### src/rtl/instr_encoder_pkg.sv
// Shared types and encoding constants for the instruction encoder.
// Op codes, RV32 major opcodes, func3/func7 fields and the FSM state type.
package instr_encoder_pkg;

    typedef enum logic [3:0] {
        OP_ADD  = 4'd0,
        OP_SUB  = 4'd1,
        OP_MUL  = 4'd2,
        OP_AND  = 4'd3,
        OP_OR   = 4'd4,
        OP_SLL  = 4'd5,
        OP_ADDI = 4'd6,
        OP_SLLI = 4'd7,
        OP_LW   = 4'd8,
        OP_SW   = 4'd9,
        OP_BEQ  = 4'd10,
        OP_JAL  = 4'd11,
        OP_JALR = 4'd12,
        OP_HALT = 4'd13
    } op_e;

    localparam logic [6:0] OPC_OP     = 7'b0110011;
    localparam logic [6:0] OPC_OP_IMM = 7'b0010011;
    localparam logic [6:0] OPC_LOAD   = 7'b0000011;
    localparam logic [6:0] OPC_STORE  = 7'b0100011;
    localparam logic [6:0] OPC_BRANCH = 7'b1100011;
    localparam logic [6:0] OPC_JAL    = 7'b1101111;
    localparam logic [6:0] OPC_JALR   = 7'b1100111;

    localparam logic [2:0] F3_ADD  = 3'b000;
    localparam logic [2:0] F3_SLL  = 3'b001;
    localparam logic [2:0] F3_WORD = 3'b010;
    localparam logic [2:0] F3_OR   = 3'b110;
    localparam logic [2:0] F3_AND  = 3'b111;
    localparam logic [2:0] F3_BEQ  = 3'b000;
    localparam logic [2:0] F3_JALR = 3'b000;

    localparam logic [6:0] F7_BASE = 7'b0000000;
    localparam logic [6:0] F7_SUB  = 7'b0100000;
    localparam logic [6:0] F7_MUL  = 7'b0000001;

    // HALT is a reserved all-ones opcode with every other field zero
    localparam logic [31:0] HALT_WORD = 32'h0000_007F;

    typedef enum logic [1:0] {
        S_IDLE  = 2'd0,
        S_RUN   = 2'd1,
        S_DRAIN = 2'd2,
        S_DONE  = 2'd3
    } state_e;

endpackage

### src/rtl/instr_encoder_fifo.sv
// Synchronous FIFO buffering encoded words between the encoder and memory.
// DEPTH must be a power of two, at least 2; head entry is shown on rdata.
module instr_fifo #(
    parameter int DEPTH = 4,
    parameter int WIDTH = 32
) (
    input  logic             clk,
    input  logic             rst_n,
    input  logic             push,
    input  logic [WIDTH-1:0] wdata,
    input  logic             pop,
    output logic [WIDTH-1:0] rdata,
    output logic             full,
    output logic             empty
);
    localparam int AW = $clog2(DEPTH);

    logic [WIDTH-1:0] mem [DEPTH];
    logic [AW:0]      wr_ptr;
    logic [AW:0]      rd_ptr;

    // extra pointer bit distinguishes full from empty when indices match
    assign full  = (wr_ptr[AW] != rd_ptr[AW]) && (wr_ptr[AW-1:0] == rd_ptr[AW-1:0]);
    assign empty = (wr_ptr == rd_ptr);
    assign rdata = mem[rd_ptr[AW-1:0]];

    always_ff @(posedge clk) begin
        if (push && !full) begin
            mem[wr_ptr[AW-1:0]] <= wdata;
        end
    end

    always_ff @(posedge clk or negedge rst_n) begin
        if (!rst_n) begin
            wr_ptr <= '0;
            rd_ptr <= '0;
        end else begin
            if (push && !full) begin
                wr_ptr <= wr_ptr + 1'b1;
            end
            if (pop && !empty) begin
                rd_ptr <= rd_ptr + 1'b1;
            end
        end
    end

endmodule

### src/rtl/instr_encoder.sv
// Instruction encoder: encodes instruction requests into 32-bit words, buffers
// them and writes them to consecutive instruction-memory addresses.
//
// state | meaning
// IDLE  | waiting for start
// RUN   | accepting instruction requests
// DRAIN | HALT accepted, flushing buffered words to memory
// DONE  | one-cycle completion pulse, then back to IDLE
module instr_encoder
    import instr_encoder_pkg::*;
#(
    parameter int ADDR_W     = 8,
    parameter int FIFO_DEPTH = 4
) (
    input  logic              clk,
    input  logic              rst_n,
    input  logic              start,
    input  logic [ADDR_W-1:0] start_addr,
    input  logic              in_valid,
    output logic              in_ready,
    input  logic [3:0]        in_op,
    input  logic [4:0]        in_rd,
    input  logic [4:0]        in_rs1,
    input  logic [4:0]        in_rs2,
    input  logic [20:0]       in_imm,
    output logic              mem_we,
    input  logic              mem_ready,
    output logic [ADDR_W-1:0] mem_addr,
    output logic [31:0]       mem_wdata,
    output logic              busy,
    output logic              done,
    output logic              err
);
    state_e      state;
    state_e      state_nxt;
    logic [31:0] enc_word;
    logic        enc_legal;
    logic        accept;
    logic        push;
    logic        pop;
    logic        fifo_full;
    logic        fifo_empty;
    logic [31:0] fifo_head;
    logic        wrapped;

    always_comb begin
        enc_word  = '0;
        enc_legal = 1'b1;
        case (in_op)
            OP_ADD:  enc_word = {F7_BASE, in_rs2, in_rs1, F3_ADD, in_rd, OPC_OP};
            OP_SUB:  enc_word = {F7_SUB,  in_rs2, in_rs1, F3_ADD, in_rd, OPC_OP};
            OP_MUL:  enc_word = {F7_MUL,  in_rs2, in_rs1, F3_ADD, in_rd, OPC_OP};
            OP_AND:  enc_word = {F7_BASE, in_rs2, in_rs1, F3_AND, in_rd, OPC_OP};
            OP_OR:   enc_word = {F7_BASE, in_rs2, in_rs1, F3_OR,  in_rd, OPC_OP};
            OP_SLL:  enc_word = {F7_BASE, in_rs2, in_rs1, F3_SLL, in_rd, OPC_OP};
            OP_ADDI: enc_word = {in_imm[11:0], in_rs1, F3_ADD, in_rd, OPC_OP_IMM};
            OP_SLLI: enc_word = {F7_BASE, in_imm[4:0], in_rs1, F3_SLL, in_rd, OPC_OP_IMM};
            OP_LW:   enc_word = {in_imm[11:0], in_rs1, F3_WORD, in_rd, OPC_LOAD};
            OP_SW:   enc_word = {in_imm[11:5], in_rs2, in_rs1, F3_WORD, in_imm[4:0], OPC_STORE};
            OP_BEQ:  enc_word = {in_imm[12], in_imm[10:5], in_rs2, in_rs1, F3_BEQ,
                                 in_imm[4:1], in_imm[11], OPC_BRANCH};
            OP_JAL:  enc_word = {in_imm[20], in_imm[10:1], in_imm[11], in_imm[19:12],
                                 in_rd, OPC_JAL};
            OP_JALR: enc_word = {in_imm[11:0], in_rs1, F3_JALR, in_rd, OPC_JALR};
            OP_HALT: enc_word = HALT_WORD;
            default: enc_legal = 1'b0;
        endcase
    end

    // illegal ops complete the handshake but never reach the buffer
    assign accept = in_valid && in_ready;
    assign push   = accept && enc_legal;
    assign pop    = mem_we && mem_ready;

    instr_fifo #(
        .DEPTH(FIFO_DEPTH),
        .WIDTH(32)
    ) u_fifo (
        .clk  (clk),
        .rst_n(rst_n),
        .push (push),
        .wdata(enc_word),
        .pop  (pop),
        .rdata(fifo_head),
        .full (fifo_full),
        .empty(fifo_empty)
    );

    assign mem_we    = !fifo_empty;
    assign mem_wdata = fifo_empty ? 32'h0 : fifo_head;

    always_ff @(posedge clk or negedge rst_n) begin
        if (!rst_n) begin
            state <= S_IDLE;
        end else begin
            state <= state_nxt;
        end
    end

    always_comb begin
        state_nxt = state;
        in_ready  = 1'b0;
        busy      = 1'b1;
        done      = 1'b0;
        case (state)
            S_IDLE: begin
                busy = 1'b0;
                if (start) state_nxt = S_RUN;
            end
            S_RUN: begin
                in_ready = !fifo_full;
                if (accept && (in_op == OP_HALT)) state_nxt = S_DRAIN;
            end
            S_DRAIN: begin
                if (fifo_empty) state_nxt = S_DONE;
            end
            S_DONE: begin
                done      = 1'b1;
                state_nxt = S_IDLE;
            end
            default: state_nxt = S_IDLE;
        endcase
    end

    // wrapped remembers that the all-ones address was written; any later write is an error
    always_ff @(posedge clk or negedge rst_n) begin
        if (!rst_n) begin
            mem_addr <= '0;
            err      <= 1'b0;
            wrapped  <= 1'b0;
        end else if ((state == S_IDLE) && start) begin
            mem_addr <= start_addr;
            err      <= 1'b0;
            wrapped  <= 1'b0;
        end else begin
            if (pop) begin
                mem_addr <= mem_addr + 1'b1;
                if (&mem_addr) wrapped <= 1'b1;
                if (wrapped)   err     <= 1'b1;
            end
            if (accept && !enc_legal) begin
                err <= 1'b1;
            end
        end
    end

endmodule

### config.mk
export PLATFORM = sky130hd
export DESIGN_NAME = instr_encoder
export DESIGN_NICKNAME = d
export VERILOG_FILES = /design/src/rtl/instr_encoder_pkg.sv /design/src/rtl/instr_encoder_fifo.sv /design/src/rtl/instr_encoder.sv
export SDC_FILE = /design/constraint.sdc
export NUM_CORES = 1
export LEC_CHECK = 0
export BUFFER_PORTS_ARGS = -buffer_cell sky130_fd_sc_hd__buf_2
export CORE_ASPECT_RATIO = 0.8
export CORE_UTILIZATION = 62
export DETAILED_ROUTE_END_ITERATION = 10
export PLACE_DENSITY = 0.87
export SLEW_MARGIN = 20
export SYNTH_ARGS = -nofsm -noshare
export SYNTH_HDL_FRONTEND = slang
export SYNTH_SLANG_ARGS = --single-unit
### constraint.sdc
create_clock -name clk -period 7.69 [get_ports clk]
set_input_delay 1.1535 -clock clk [delete_from_list [all_inputs] [get_ports clk]]
set_output_delay 1.1535 -clock clk [all_outputs]
set_load 0.01 [all_outputs]
Word level (Yosys, flattened, before mapping)
Memories as Yosys holds them, arrays and structs flattened.
Index checks and enable logic that the tools add are counted.
{ "classes": {"reduce_logical": 23, "addsub": 3, "muxes": 21, "eq_ne": 22} }
{ "ops": {"columns": ["operator", "n"], "rows": [
  ["$pmux 32 s14", 1],
  ["$mux 32", 1],
  ["$eq 4x4->1 const B", 6],
  ["$eq 4x3->1 const B", 4],
  ["$mux 8", 2],
  ["$reduce_or 14->1", 1],
  ["$mux 1", 13],
  ["$logic_and 1x1->1", 9],
  ["$add 8x1->8 const B", 1],
  ["$eq 4x2->1 const B", 2],
  ["$pmux 2 s4", 1],
  ["$reduce_and 8->1", 1],
  ["$add 3x1->3 const B", 2],
  ["$mux 2", 3],
  ["$ne 2x2->1 const B", 3],
  ["$reduce_bool 3->1", 2],
  ["$eq 2x2->1 const B", 2],
  ["$eq 4x1->1 const B", 1],
  ["$logic_not 4->1", 1],
  ["$reduce_and 2->1", 2],
  ["$reduce_bool 2->1", 2],
  ["$eq 3x3->1", 1],
  ["$logic_not 1->1", 3],
  ["$reduce_and 3->1", 1],
  ["4 further kinds", 4]
]} }
{ "totals": {"out_inout_bits": 45, "wordCells": 76, "n_memories": 1, "input_bits": 53, "ramBits": 128, "ff_bits": 18} }
{ "memory_table": {"columns": ["name", "words", "word_bits", "read_ports", "rd_clocked_by_memory_dff", "wr", "line", "source"], "rows": [
  ["u_fifo.mem", 4, 32, 1, 0, 1, "instr_encoder_fifo.sv:18", "logic [WIDTH-1:0] mem [DEPTH];"]
]} }

Depth between registers and ports, before layout
Gate-level depths: netlist (run 1).
{ "logic_depth": {"word_depth": 9, "mapped_depth": 7, "mapped_depth_nobuf": 6} }

Cells and area by module
A second synthesis (run 1) with hierarchy kept.
{ "unflattened": {"hier_cells": 461, "hier_area_um2": 6831.6} }
{ "modules_own_cells": {"columns": ["module", "instances", "cells_each", "seq_area_each_um2", "area_per_inst_um2"], "rows": [
  ["instr_fifo", 1, 216, 3993.8, 5136.2],
  ["instr_encoder", 1, 245, 300.3, 1695.4]
]} }

Least setup slack after synthesis (run 1)
Ideal clock, no wire load.
{ "synth_path": {"path_type": "input -> register", "start": "in in_op[2]", "end": "mem u_fifo.mem[2][11], enable pin", "path_stages": 4, "setup_ns": 0.391, "path_buffers": 1, "path_slack_ns": 4.712, "arrival_time_ns": 2.587, "t_required_ns": 7.299, "cell_sequence": "clkbuf_1 -> nand3_1 -> nor2b_1 -> and2_1"} }
{ "synth_via": {"elab_chain_len": 7, "elab_cells_between_ends": 20, "cone_classes": "eq/ne (13); mux (3); reduce/logical (4)"} }
{ "synth_lines": {"columns": ["element", "line", "source"], "rows": [
  ["start, declared", "instr_encoder.sv:21", "input logic [3:0] in_op,"],
  ["$eq 4x4->1, or another cell as far along", "instr_encoder.sv:49", "case (in_op)"],
  ["$reduce_or 14->1 (no source line) (*)", null, null],
  ["$mux 1 (*)", "instr_encoder.sv:49", null],
  ["$logic_and 1x1->1 (*)", "instr_encoder.sv:72", "assign push = accept && enc_legal;"],
  ["$logic_and 1x1->1 (*)", "instr_encoder_fifo.sv:28", "if (push && !full) begin"],
  ["$mux 1 (*)", "instr_encoder_fifo.sv:28", null],
  ["$mux 1 (implied by the code) (*)", "instr_encoder_fifo.sv:29", "mem[wr_ptr[AW-1:0]] <= wdata;"],
  ["end, declared", "instr_encoder_fifo.sv:18", null]
]} }
Every way passes the cells marked *; elsewhere a longest branch is shown, timed or not.

Worst setup path in the final report (run 1)
{ "layout_path": {"start": "reg u_fifo.rd_ptr[0]", "end": "out mem_wdata[24]"} }
{ "layout_via": {"elab_chain_len": 2, "elab_cells_between_ends": 3, "cone_classes": "eq/ne (1); mux (1); memory (1)"} }
{ "layout_lines": {"columns": ["element", "line", "source"], "rows": [
  ["start, declared", "instr_encoder_fifo.sv:20", "logic [AW:0] rd_ptr;"],
  ["start signal, assigned", "instr_encoder_fifo.sv:42", "rd_ptr <= rd_ptr + 1'b1;"],
  ["$mem_v2 4x32 or $eq 3x3->1 (tied branches)", null, null],
  ["$mux 32 (*)", "instr_encoder.sv:90", "assign mem_wdata = fifo_empty ? 32'h0 : fifo_head;"],
  ["end, declared", "instr_encoder.sv:29", "output logic [31:0] mem_wdata,"]
]} }
Marks and branches as above.

==> results.env, run 1 <==
SYNTH.MOST_COMMON_CELL='sky130_fd_sc_hd__edfxtp_1'
SYNTH.AVG_CELL_AREA_UM2=14.55
FLOW.AREA_GROWTH_FROM_SYNTHESIS_PCT=17.70
MIN_PERIOD_NS=4.070
ANTENNA_VIOLATIONS_BEFORE_REPAIR=1
SYNTH_WARNINGS=0
CTSHOLDBUFFERS=0
MEASURED_SLEW_AT_THE_WORST_SLEW_CHECK_PIN_NS=0.8846
FP.DIEAREA_MM2=0.01112
PIN_COUNT_OF_THE_BIGGEST_NET_ENTERING_GLOBAL_ROUTING=39
SYNTH_CELL_TYPES=51
FLOORPLAN.DIE.WIDTH_UM=117.7
MAX_STAGE_DELAY_ON_CRIT_PATH_NS=0.70
RUN_STATUS='completed'
CP_DATA_REQUIRED_TIME_NS=6.54
SETUP_WS_NS=3.620
GLOBAL_ROUTE_WIRE_LENGTH_BEFORE_REPAIR_MM=22.31
SYNTH_SEQUENTIAL_AREA_RATIO_PCT=62.90
MET3_USAGE_PCT=8.756
POWER_DENSITY_mW_PER_MM2=376.9
FMAXACHIEVABLE_MHz=245.7
PLACE_AREA_MM2=0.007208
POST-PLACE-CELLS=670
NUMBER_OF_I_O_PINS=98
CTS.PATH.MAX_BUFFERS=2
SYN_INST=456
HOLD_VIOL=0
DIE_HEIGHT_UM=94.54
GRT_USE_MET2_PCT=46.03
PLACEMENTROWS=33
SYNTH-SEQ-CELLS=142
POST_DRT_WL_PER_CELL_UM=20.44
CTS-RESIZED-GATES=0
MIN_FROM='wrapped$_DFFE_PN0P_'
LAYOUT-DRIVE-GT1-SHARE_PCT=30.78
CTS_BUFFERS=17
STATIC-LEAKAGE-POWER_uW=0.002909
SKEW_NS=0.006322
MAXSLEWVIOLCOUNT=0
CTS_ROOT_BUF='sky130_fd_sc_hd__clkbuf_16'
DR_TOTAL_VIAS=4347
INITIAL_CORE_UTIL_PCT=64.29
SYNTH.CELLS.MOST_FREQUENT='sky130_fd_sc_hd__edfxtp_1 (124), sky130_fd_sc_hd__and2_1 (38), sky130_fd_sc_hd__mux4_2 (31)'
POST_LAYOUT_NET_COUNT=613
SYNTHTOPCELLSBYAREA='sky130_fd_sc_hd__edfxtp_1 (56%), sky130_fd_sc_hd__mux4_2 (11%), sky130_fd_sc_hd__dfrtp_1 (6.8%)'
WORSTPATHCELLLIST='buf_4 -> xor2_2 -> nor3_4 -> inv_2 -> and2_1 -> buf_2'
SYNTH-ASYNC-RESET-RATIO_PCT=12.68
SYNTH_FP_NETS=520
REPLACE_CONGESTION=0.8307
REMAINING_NUMBER_OF_NETS_FLAGGED_BY_THE_ANTENNA_CHECK_AFTER_ROUTING=0
BUSIEST_LAYER='met2'
CTS_SETUP_BUFFERS=0
CRIT_FAMILY='buffers and inverters'
DRTPASS1ITERATIONS=6
CRIT_TYPE='reg -> out'
WORST-ENDPOINT-ARRIVAL_NS=2.92
ANTENNA_CELLS_INSERTED=0
SYNTH_ENABLE_FLOP_CELLS=124
DRT-VIAS-PER-INSTANCE=6.192
RSZ_0062_RAISED_AFTER_GLOBAL_ROUTING='no'
CRITICAL_PATH.STARTPOINT_TYPE='flop'
NETLIST.TOP_CELL.BY_AREA='sky130_fd_sc_hd__edfxtp_1'
SLEW-LIMIT-HEADROOM_PCT=40.67
GLOBALROUTE.TOTALOVERFLOW=0
INSERTION_DELAY_NS=0.41
CRITICAL-PATH-SLOWEST-CELL='sky130_fd_sc_hd__dfrtp_2'
SYNTH.CELL_AREA_MM2=0.006636
STARTPOINT='u_fifo.rd_ptr[0]$_DFFE_PN0P_'
GRT_PASS1_VIAS=4227
DP_HPWL_MM=8.775
GRT_USE_TOTAL_PCT=27.53
CTS.SINKS=142
GLOBAL_ROUTE.USAGE.MET1_PCT=35.09
CTS_TREE='yes'
ROUTE.FINAL.WIRE_LENGTH_MM=14.35
INSTANCES_NO_FILL=702
REGTOREGSTARTPOINT='u_fifo.rd_ptr[0]$_DFFE_PN0P_'
POSTSYNTH.TOPFLOPCELL='sky130_fd_sc_hd__edfxtp_1'
FIN_SETUP_TNS_NS=0
DRCVIOLATIONCOUNT=0
CAP_VIOL_MAX_COUNT=0
PLACE_WS_NS=4.063
IO_BUFFER_COUNT=97
WORSTHOLDPATHTYPE='reg -> reg'
FINAL_DESIGN_AREA_NO_FILL_MM2=0.007811
FILLCELLCOUNT=625
CLOCK_TREE.HTREE_LEVEL_COUNT=4
SYNTH.TOP_CELL.AREA_SHARE_PCT=56.11
CTS.CLK_SLEW.WORST_PATHS_NS=0.06
CRIT_FANOUT=35
FINAL_CORE_UTILIZATION_PCT=75.67
SETUP_VIOLATIONS=0
DESIGN.CORE.AREA_MM2=0.01032
IR_WORST_VDD_uV=327.6
FINAL.PERIOD_UTILIZATION_PCT=52.93
DRT_ITER0_DRC=449
WORST-PATH-BUF-INV=3
WORST_SETUP_EP_TYPE='primary output'
[worst reg2reg max path, cell delays in order (launching register included)]
cell and delay [ns]:
sky130_fd_sc_hd__dfrtp_2 0.70, sky130_fd_sc_hd__buf_4 0.49, sky130_fd_sc_hd__xor2_2 0.40, sky130_fd_sc_hd__o311ai_1 0.21
sky130_fd_sc_hd__nor2b_1 0.38, sky130_fd_sc_hd__and2_1 0.64, sky130_fd_sc_hd__buf_4 0.47
[routing by layer]
layer / wire [um] / share of wire, %
met5: 8 / 0.056
met4: 151 / 1.1
met3: 1177 / 8.2
met2: 7177 / 50
met1: 5834 / 41
[area by class of cell]
cell class	instances	area [um^2]	share of cell area, %
clock inverter	14	173.9	2.226
tap	140	175.2	2.243
clock buffer	18	429.2	5.494
sequential	142	4175	53.45
inverter	14	52.55	0.6728
multi-input combinational	271	2275	29.12
timing repair buffer	103	530.5	6.792
[stage by stage]
stage	hold WS, ns	power [uW]
2_1_floorplan	0.4651	1778
3_3_place_gp	0.4932	2071
3_5_place_dp	0.4895	2109
4_1_cts	0.5133	2960
5_1_grt	0.5366	3093
6_report	0.5187	2944
[power by group]
| group | internal, uW | switching, uW | total (uW) |
|---|---|---|---|
| Clock | 536 | 298 | 834 |
| Combinational | 489 | 574 | 1060 |
| Sequential | 953 | 94.2 | 1050 |
[path summary, 6_finish.rpt]
kind | slack [ns] | depth (start not counted) | to
worst max-delay path | 3.62 | 6 | mem_wdata[24]
worst min-delay path | 0.52 | 1 | wrapped$_DFFE_PN0P_
worst max register to register | 4.05 | 6 | u_fifo.mem[0][16]$_DFFE_PP_
worst min register to register | 0.52 | 1 | wrapped$_DFFE_PN0P_
max in group asynchronous | 6.71 | 1 | u_fifo.rd_ptr[0]$_DFFE_PN0P_
min in group asynchronous | 0.67 | 1 | mem_addr[7]$_DFFE_PN0P_
[placed cells by master, fill, tap and decap left out, types with 3 or more instances in the layout]
cell	n
sky130_fd_sc_hd__a21oi_1	28
sky130_fd_sc_hd__a22o_1	7
sky130_fd_sc_hd__a31oi_1	10
sky130_fd_sc_hd__and2_1	38
sky130_fd_sc_hd__buf_2	97
sky130_fd_sc_hd__buf_4	6
sky130_fd_sc_hd__bufinv_16	4
sky130_fd_sc_hd__clkbuf_16	17
sky130_fd_sc_hd__clkinv_1	3
sky130_fd_sc_hd__clkinv_2	6
sky130_fd_sc_hd__dfrtp_1	17
sky130_fd_sc_hd__edfxtp_1	124
sky130_fd_sc_hd__ha_1	11
sky130_fd_sc_hd__inv_1	12
sky130_fd_sc_hd__mux2i_1	4
sky130_fd_sc_hd__mux4_2	31
sky130_fd_sc_hd__nand2_1	18
sky130_fd_sc_hd__nand2b_1	15
sky130_fd_sc_hd__nand3_1	9
sky130_fd_sc_hd__nand3b_1	4
sky130_fd_sc_hd__nand4_1	3
sky130_fd_sc_hd__nor2_1	16
sky130_fd_sc_hd__nor2b_1	8
sky130_fd_sc_hd__o21ai_0	18
sky130_fd_sc_hd__o22ai_1	3
sky130_fd_sc_hd__o31ai_1	3
sky130_fd_sc_hd__or3_1	4
sky130_fd_sc_hd__xnor2_1	6
sky130_fd_sc_hd__xor2_1	4
[logic make-up after synthesis]
kind of cell             synth area share, %
flip-flops                             62.90
AND/OR/NAND/NOR                        10.60
AO/OA/AOI/OAI                          8.107
buffers and inverters                  2.828
multiplexers                           11.69
XOR/XNOR                               1.810
adder cells (fa/ha/maj)                2.074
[registers in the layout, indices dropped and copies added (netlist names)]
signal	flops
state	2
u_fifo.rd_ptr	3
u_fifo.mem	124
wrapped	1
mem_addr	8
u_fifo.wr_ptr	3
err	1
Power figures use the tool's default switching activity.
==> run 2, diff against run 1 <==
--- a/config.mk
+++ b/config.mk
@@ -5,11 +5,12 @@
 export SDC_FILE = /design/constraint.sdc
 export NUM_CORES = 1
 export LEC_CHECK = 0
+export ABC_AREA = 1
 export BUFFER_PORTS_ARGS = -buffer_cell sky130_fd_sc_hd__buf_2
 export CORE_ASPECT_RATIO = 0.8
-export CORE_UTILIZATION = 62
+export CORE_UTILIZATION = 51
 export DETAILED_ROUTE_END_ITERATION = 10
-export PLACE_DENSITY = 0.87
+export PLACE_DENSITY = 0.77
 export SLEW_MARGIN = 20
 export SYNTH_ARGS = -nofsm -noshare
 export SYNTH_HDL_FRONTEND = slang
==> constraint.sdc (replaced) <==
create_clock -name clk -period 3.7 [get_ports clk]
set_input_delay 0.555 -clock clk [delete_from_list [all_inputs] [get_ports clk]]
set_output_delay 0.555 -clock clk [all_outputs]
set_load 0.01 [all_outputs]
==> results.env, run 2 <==
FLOW.AREA_GROWTH_FROM_SYNTHESIS_PCT=20.36
AREA_FRACTION_IN_COMPOUND_GATES_AFTER_SYNTHESIS_PCT=12.59
GLOBALROUTE.TOTALOVERFLOW=0
WORST_SETUP_EP_TYPE='primary output'
DRT_ITER0_DRC=417
DIE_HEIGHT_UM=102.9
FLOORPLAN.DIE.WIDTH_UM=128.1
CP_DATA_REQUIRED_TIME_NS=3.14
DRCVIOLATIONCOUNT=0
CTS.SINKS=142
CTS_TREE='yes'
MAX_STAGE_DELAY_ON_CRIT_PATH_NS=0.63
LAYOUT.CELLS.MOST_COMMON_LIST='sky130_fd_sc_hd__edfxtp_1 (124), sky130_fd_sc_hd__buf_2 (97), sky130_fd_sc_hd__nand2_1 (92), sky130_fd_sc_hd__o21ai_0 (92), sky130_fd_sc_hd__nor2_1 (81)'
DRTPASS1ITERATIONS=5
SYNTH.MOST_COMMON_CELL='sky130_fd_sc_hd__edfxtp_1'
CTS_BUFFERS=17
WORST-ENDPOINT-ARRIVAL_NS=2.36
IR_WORST_VDD_uV=509.7
GLOBAL_ROUTE_WIRE_LENGTH_BEFORE_REPAIR_MM=24.76
CRIT_TYPE='reg -> out'
POST_DRT_WL_PER_CELL_UM=16.82
SYNTH.CELLS.MOST_FREQUENT='sky130_fd_sc_hd__edfxtp_1 (124), sky130_fd_sc_hd__nand2_1 (92), sky130_fd_sc_hd__o21ai_0 (92)'
CTS_ROOT_BUF='sky130_fd_sc_hd__clkbuf_16'
GRT_USE_MET2_PCT=42.14
LAYOUT-DRIVE-GT1-SHARE_PCT=21.63
SYNTH_CELL_TYPES=36
CLOCK_TREE.HTREE_LEVEL_COUNT=4
POSTSYNTH.TOPFLOPCELL='sky130_fd_sc_hd__edfxtp_1'
WORSTHOLDPATHTYPE='in -> async'
MOST_FREQUENT_STANDARD_CELL_IN_THE_LAYOUT_EXCLUDING_FILL_AND_TAP_CELLS='sky130_fd_sc_hd__edfxtp_1'
ANTENNA_VIOLATIONS_BEFORE_REPAIR=0
SKEW_NS=0.007393
MET3_USAGE_PCT=5.449
MEASURED_SLEW_AT_THE_WORST_SLEW_CHECK_PIN_NS=0.9391
RUN_STATUS='completed'
SYNTH.CELL_AREA_MM2=0.006489
WORSTPATHCELLLIST='inv_4 -> buf_4 -> o21ai_0 -> o22ai_1 -> nand2_1 -> inv_1 -> buf_2'
SYN_INST=625
SYNTH_XOR_AREA_SHARE_PCT=0.6749
CTS_SETUP_BUFFERS=0
NUMBER_OF_I_O_PINS=98
SETUP_VIOLATIONS=0
IO_BUFFER_COUNT=97
FP.DIEAREA_MM2=0.01318
FMAXACHIEVABLE_MHz=343.2
SYNTH-ASYNC-RESET-RATIO_PCT=12.68
SYNTH.AVG_CELL_AREA_UM2=10.38
FLIP_FLOP_COUNT_OF_THE_LARGEST_REGISTER_ALL_COPIES_AND_WORDS_ADDED=124
CTS-RESIZED-GATES=0
HOLD_VIOL=0
PLACE_AREA_MM2=0.007176
CTS.CLK_SLEW.WORST_PATHS_NS=0.06
SYNTH.TOP_CELL.AREA_SHARE_PCT=57.39
RSZ_0062_RAISED_AFTER_GLOBAL_ROUTING='no'
ROUTE.FINAL.WIRE_LENGTH_MM=15.24
DP_HPWL_MM=9.733
SYNTH_FP_NETS=689
FF_LATCH_AREA_MM2=0.004175
SYNTH_WARNINGS=0
PIN_COUNT_OF_THE_BIGGEST_NET_ENTERING_GLOBAL_ROUTING=64
POST_LAYOUT_NET_COUNT=786
CTSHOLDBUFFERS=0
YOSYS.AREA_SHARE.ADDER_PCT=2.121
SYNTH_ENABLE_FLOP_CELLS=124
SYNTH_SEQUENTIAL_AREA_RATIO_PCT=64.33
FINAL_DESIGN_AREA_NO_FILL_MM2=0.007810
FIN_SETUP_TNS_NS=0
SYNTH-SEQ-CELLS=142
DRT-VIAS-PER-INSTANCE=5.329
POWER_DENSITY_mW_PER_MM2=812.2
REPLACE_CONGESTION=0.8637
BUSIEST_LAYER='met2'
SYNTH_TOP_FAMILY_BY_AREA='simple AND/OR/NAND/NOR gates'
CRITICAL-PATH-SLOWEST-CELL='sky130_fd_sc_hd__dfrtp_2'
DR_TOTAL_VIAS=4828
ANTENNA_CELLS_INSERTED=0
CAP_VIOL_MAX_COUNT=0
YOSYS.AREA_SHARE.SIMPLE_PCT=13.69
PLACEMENTROWS=36
GLOBAL_ROUTE.USAGE.MET1_PCT=33.28
MULTI_INPUT_GATE_AREA_MM2=0.001897
DESIGN.CORE.AREA_MM2=0.01230
CRIT_FANOUT=63
STATIC-LEAKAGE-POWER_uW=0.003295
SYNTHMUXAREASHARE_PCT=0
CRITICAL_PATH.STARTPOINT_TYPE='flop'
NETLIST.TOP_CELL.BY_AREA='sky130_fd_sc_hd__edfxtp_1'
GRT_PASS1_VIAS=4771
CTS.PATH.MAX_BUFFERS=2
SLEW-LIMIT-HEADROOM_PCT=37.16
REGTOREGSETUPSLACK_NS=1.28
REMAINING_NUMBER_OF_NETS_FLAGGED_BY_THE_ANTENNA_CHECK_AFTER_ROUTING=0
MIN_PERIOD_NS=2.913
FINAL.PERIOD_UTILIZATION_PCT=78.74
INITIAL_CORE_UTIL_PCT=52.77
INSERTION_DELAY_NS=0.41
FILLCELLCOUNT=966
MAXSLEWVIOLCOUNT=0
GRT_USE_TOTAL_PCT=25.33
SYNTHTOPCELLSBYAREA='sky130_fd_sc_hd__edfxtp_1 (57%), sky130_fd_sc_hd__o21ai_0 (7.1%), sky130_fd_sc_hd__dfrtp_1 (6.9%)'
==> run 2: cell count changes in the layout (fill, tap and decap cells not counted), sizes merged, moves of 8 or more <==
cell    delta
a21oi     -23
a31oi      -9
and2      -38
inv       +71
mux4      -31
nand2     +81
nand2b    -15
nand3     +11
nor2      +70
nor2b      -8
o21ai     +80
o22ai     +29
==> run 2: power by group <==
part	leakage, uW	switching [uW]	internal (uW)
Sequential	0.00135	207	1970
Combinational	0.00164	1520	836
Clock	0.000302	671	1140
==> run 2: worst paths after layout <==
check	from	to	cells past startpoint
worst min register to register	wrapped$_DFFE_PN0P_	wrapped$_DFFE_PN0P_	2
worst min-delay path	rst_n	mem_addr[7]$_DFFE_PN0P_	1
min in group clk	start_addr[7]	mem_addr[7]$_DFFE_PN0P_	3
worst max-delay path	u_fifo.rd_ptr[0]$_DFFE_PN0P_	mem_wdata[13]	7
max in group asynchronous	rst_n	u_fifo.rd_ptr[0]$_DFFE_PN0P_	1
worst max register to register	u_fifo.rd_ptr[0]$_DFFE_PN0P_	u_fifo.mem[3][23]$_DFFE_PP_	9
==> run 2: critical path: cells and delay by family, from the launching register on <==
kind | cells | cell delay (ns)
compound gates | 2 | 0.40
simple gates | 1 | 0.10
buf+inv | 4 | 0.79
flops | 1 | 0.63
==> run 2: final cells by class <==
| type | instances | share of cell area (%) |
|---|---|---|
| clock buffers | 17 | 5.447 |
| clock inverters | 15 | 2.675 |
| inverters | 81 | 3.925 |
| multi-input cells | 375 | 24.29 |
| flip-flops and latches | 142 | 53.46 |
| well taps | 171 | 2.740 |
| repair buffers | 105 | 7.466 |
==> run 2: routing by layer <==
metal	vias up	share of wire, %
li1	2338	-
met3	22	6.3
met4	0	1.6
met5	-	0
met1	2299	44
met2	169	48
==> run 2: kinds of logic after synthesis <==
kind of cell,count (synthesis)
DFF,142
AOI/OAI and AO/OA,148
xor gates and xnor gates,5
and+or+nand+nor,211
adders and majority gates,11
buffers and inverters,108
==> run 2: per-stage QoR <==
stage	util [%]	cells	hold slack [ns]	worst slack, ns	total power (uW)
global route	63.51	906	0.1036	0.5721	6779
global placement	58.35	874	0.5083	0.9170	4480
detailed placement	58.35	874	0.5144	0.9516	4556
floorplan	-	625	0.2594	0.8906	3733
finish	63.51	906	0.06846	0.7867	6343
CTS	63.51	906	0.07578	0.7626	6386
==> run 3, diff against run 2 <==
==> constraint.sdc (replaced) <==
create_clock -name clk -period 2.5 [get_ports clk]
set_input_delay 0.375 -clock clk [delete_from_list [all_inputs] [get_ports clk]]
set_output_delay 0.375 -clock clk [all_outputs]
set_load 0.01 [all_outputs]
==> results.env, run 3 (synthesized netlist as in run 2, its figures left out) <==
CRITICAL_PATH.STARTPOINT_TYPE='flop'
NUMBER_OF_I_O_PINS=98
CP_DATA_REQUIRED_TIME_NS=2.12
CRIT_FANOUT=26
FINAL.PERIOD_UTILIZATION_PCT=92.71
HOLD-PATH-ENDPOINT='mem_addr[7]$_DFFE_PN0P_'
P_COMB_SHARE_PCT=40.6
GRT_USE_TOTAL_PCT=24.25
INSTANCES_NO_FILL=916
DESIGN.CORE.AREA_MM2=0.01230
CRIT_TYPE='reg -> out'
INITIAL_CORE_UTIL_PCT=52.77
SETUP_WS_NS=0.1823
FLOORPLAN.DIE.WIDTH_UM=128.1
MEASURED_SLEW_AT_THE_WORST_SLEW_CHECK_PIN_NS=0.6062
REPLACE_CONGESTION=0.8249
RR_ENDPOINT='u_fifo.mem[1][20]$_DFFE_PP_'
PWR-SHARE-CLK_PCT=25.8
IR_WORST_VDD_uV=819.3
REGTOREGSETUPSLACK_NS=0.42
DRT-VIAS-PER-INSTANCE=5.378
SETUP_VIOLATIONS=0
SWITCHING_POWER_OF_THE_NETS_uW=3586
POWER_uW=9257
CLOCK_TREE.HTREE_LEVEL_COUNT=4
CAP_VIOL_MAX_COUNT=0
FILLCELLCOUNT=945
POWER_DENSITY_mW_PER_MM2=1180
MULTI_INPUT_GATE_AREA_MM2=0.001914
CTS_TREE='yes'
REMAINING_NUMBER_OF_NETS_FLAGGED_BY_THE_ANTENNA_CHECK_AFTER_ROUTING=0
DRT_ITER0_DRC=407
PLACEMENTROWS=36
LAYOUT-DRIVE-GT1-SHARE_PCT=22.42
WORST_SETUP_EP_TYPE='primary output'
WORST-ENDPOINT-ARRIVAL_NS=1.94
IO_BUFFER_COUNT=97
RUN_STATUS='completed'
GLOBAL_ROUTE_WIRE_LENGTH_BEFORE_REPAIR_MM=23.29
MOST_FREQUENT_STANDARD_CELL_IN_THE_LAYOUT_EXCLUDING_FILL_AND_TAP_CELLS='sky130_fd_sc_hd__edfxtp_1'
FLIP_FLOP_COUNT_OF_THE_LARGEST_REGISTER_ALL_COPIES_AND_WORDS_ADDED=124
POST-PLACE-CELLS=882
CTS.CLK_SLEW.WORST_PATHS_NS=0.06
FP.DIEAREA_MM2=0.01318
CTS_ROOT_BUF='sky130_fd_sc_hd__clkbuf_16'
FLOW.AREA_GROWTH_FROM_SYNTHESIS_PCT=20.94
DRTPASS1ITERATIONS=5
MIN_FROM='start_addr[7]'
FMAXACHIEVABLE_MHz=431.5
DR_TOTAL_VIAS=4926
CTS.SINKS=142
DIE_HEIGHT_UM=102.9
SWITCHING_FRACTION_OF_TOTAL_POWER_PCT=38.73
GRT_PASS1_VIAS=4598
SLEW-LIMIT-HEADROOM_PCT=59.16
PLACE_WS_NS=0.5184
MAXSLEWVIOLCOUNT=0
HOLD-PATH-CELL-COUNT=3
HOLD_VIOL=0
PIN_COUNT_OF_THE_BIGGEST_NET_ENTERING_GLOBAL_ROUTING=36
GLOBALROUTE.TOTALOVERFLOW=0
LAYOUT.CELLS.MOST_COMMON_LIST='sky130_fd_sc_hd__edfxtp_1 (124), sky130_fd_sc_hd__buf_2 (97), sky130_fd_sc_hd__nand2_1 (92), sky130_fd_sc_hd__o21ai_0 (92), sky130_fd_sc_hd__nor2_1 (81)'
STATIC-LEAKAGE-POWER_uW=0.003308
ANTENNA_VIOLATIONS_BEFORE_REPAIR=0
DP_HPWL_MM=9.558
POST_DRT_WL_PER_CELL_UM=16.46
R2R_CELLS=9
CELL_INTERNAL_PWR_uW=5671
DRCVIOLATIONCOUNT=0
RSZ_0062_RAISED_AFTER_GLOBAL_ROUTING='no'
ANTENNA_CELLS_INSERTED=0
CTS.PATH.MAX_BUFFERS=2
MIN_PERIOD_NS=2.318
FF_LATCH_AREA_MM2=0.004175
CTS_SETUP_BUFFERS=0
INSERTION_DELAY_NS=0.42
POWER_FRAC_SEQ_PCT=33.6
POST_LAYOUT_NET_COUNT=796
SKEW_NS=0.009018
REGTOREGSTARTPOINT='u_fifo.rd_ptr[1]$_DFFE_PN0P_'
WORSTHOLDPATHTYPE='in -> reg'
CTS_BUFFERS=17
FINAL_CORE_UTILIZATION_PCT=63.82
ROUTE.FINAL.WIRE_LENGTH_MM=15.08
run 3: layout make-up:
type | count | share of cell area (%)
clock buffers | 17 | 5.421
clock inverters | 15 | 1.865
inverters | 81 | 3.906
multi-input cells | 376 | 24.39
flip-flops and latches | 142 | 53.20
well taps | 171 | 2.726
repair buffers | 114 | 8.482
run 3: worst max-delay path by stage:
stage | slack, ns | from | depth (start not counted) | to
after floorplan | -0.28 | u_fifo.rd_ptr[0]$_DFFE_PN0P_ | 9 | u_fifo.mem[0][10]$_DFFE_PP_
after global placement | 0.54 | in_op[1] | 7 | u_fifo.mem[3][10]$_DFFE_PP_
after detailed placement | 0.52 | u_fifo.rd_ptr[1]$_DFFE_PN0P_ | 9 | u_fifo.mem[3][15]$_DFFE_PP_
after CTS | 0.08 | u_fifo.rd_ptr[1]$_DFFE_PN0P_ | 7 | mem_wdata[21]
after global routing | 0.01 | u_fifo.rd_ptr[1]$_DFFE_PN0P_ | 7 | mem_wdata[13]
final | 0.18 | u_fifo.rd_ptr[0]$_DFFE_PN0P_ | 7 | mem_wdata[1]
run 3: repair_timing:
action / CTS / global route
gates resized for setup: 0 / 1
hold endpoints to repair: 18 / 0
setup endpoints to repair: 0 / 30
hold buffers: 1 / 0
run 3: routing by layer:
layer  vias to the layer above  track usage [%]  part of all wire [%]
li1                       2355                -                     -
met1                      2373            30.65                    43
met2                       181            41.18                    50
met3                        17            6.487                   6.7
met4                         0            7.964                   1.1
met5                         -                0                     0
run 3: through the flow:
stage                     hold slack [ns]  TNS, ns  instance area, um^2
final                              0.2377        0                 7848
after global routing               0.2407        0                 7848
after global placement             0.3359        0                 7248
after detailed placement           0.3333        0                 7248
after CTS                          0.2270        0                 7830
after floorplan                   0.07941   -34.99                 6489
run 3: worst max-delay path, cell delays in order, from the launching register on:
cell	delay (ns)
sky130_fd_sc_hd__dfrtp_2	0.44
sky130_fd_sc_hd__inv_4	0.17
sky130_fd_sc_hd__buf_4	0.30
sky130_fd_sc_hd__o21ai_0	0.11
sky130_fd_sc_hd__o22ai_1	0.23
sky130_fd_sc_hd__nand2_1	0.08
sky130_fd_sc_hd__inv_1	0.07
sky130_fd_sc_hd__buf_2	0.12
run 3: power by group through the flow:
| stage | combinational, uW | sequential [uW] | clock [uW] |
|---|---|---|---|
| after floorplan | 2380 | 3150 | 0 |
| after global placement | 3520 | 3130 | 0 |
| after global routing | 4210 | 3140 | 2520 |
| final | 3760 | 3110 | 2390 |
| after detailed placement | 3650 | 3150 | 0 |
| after CTS | 3680 | 3110 | 2420 |
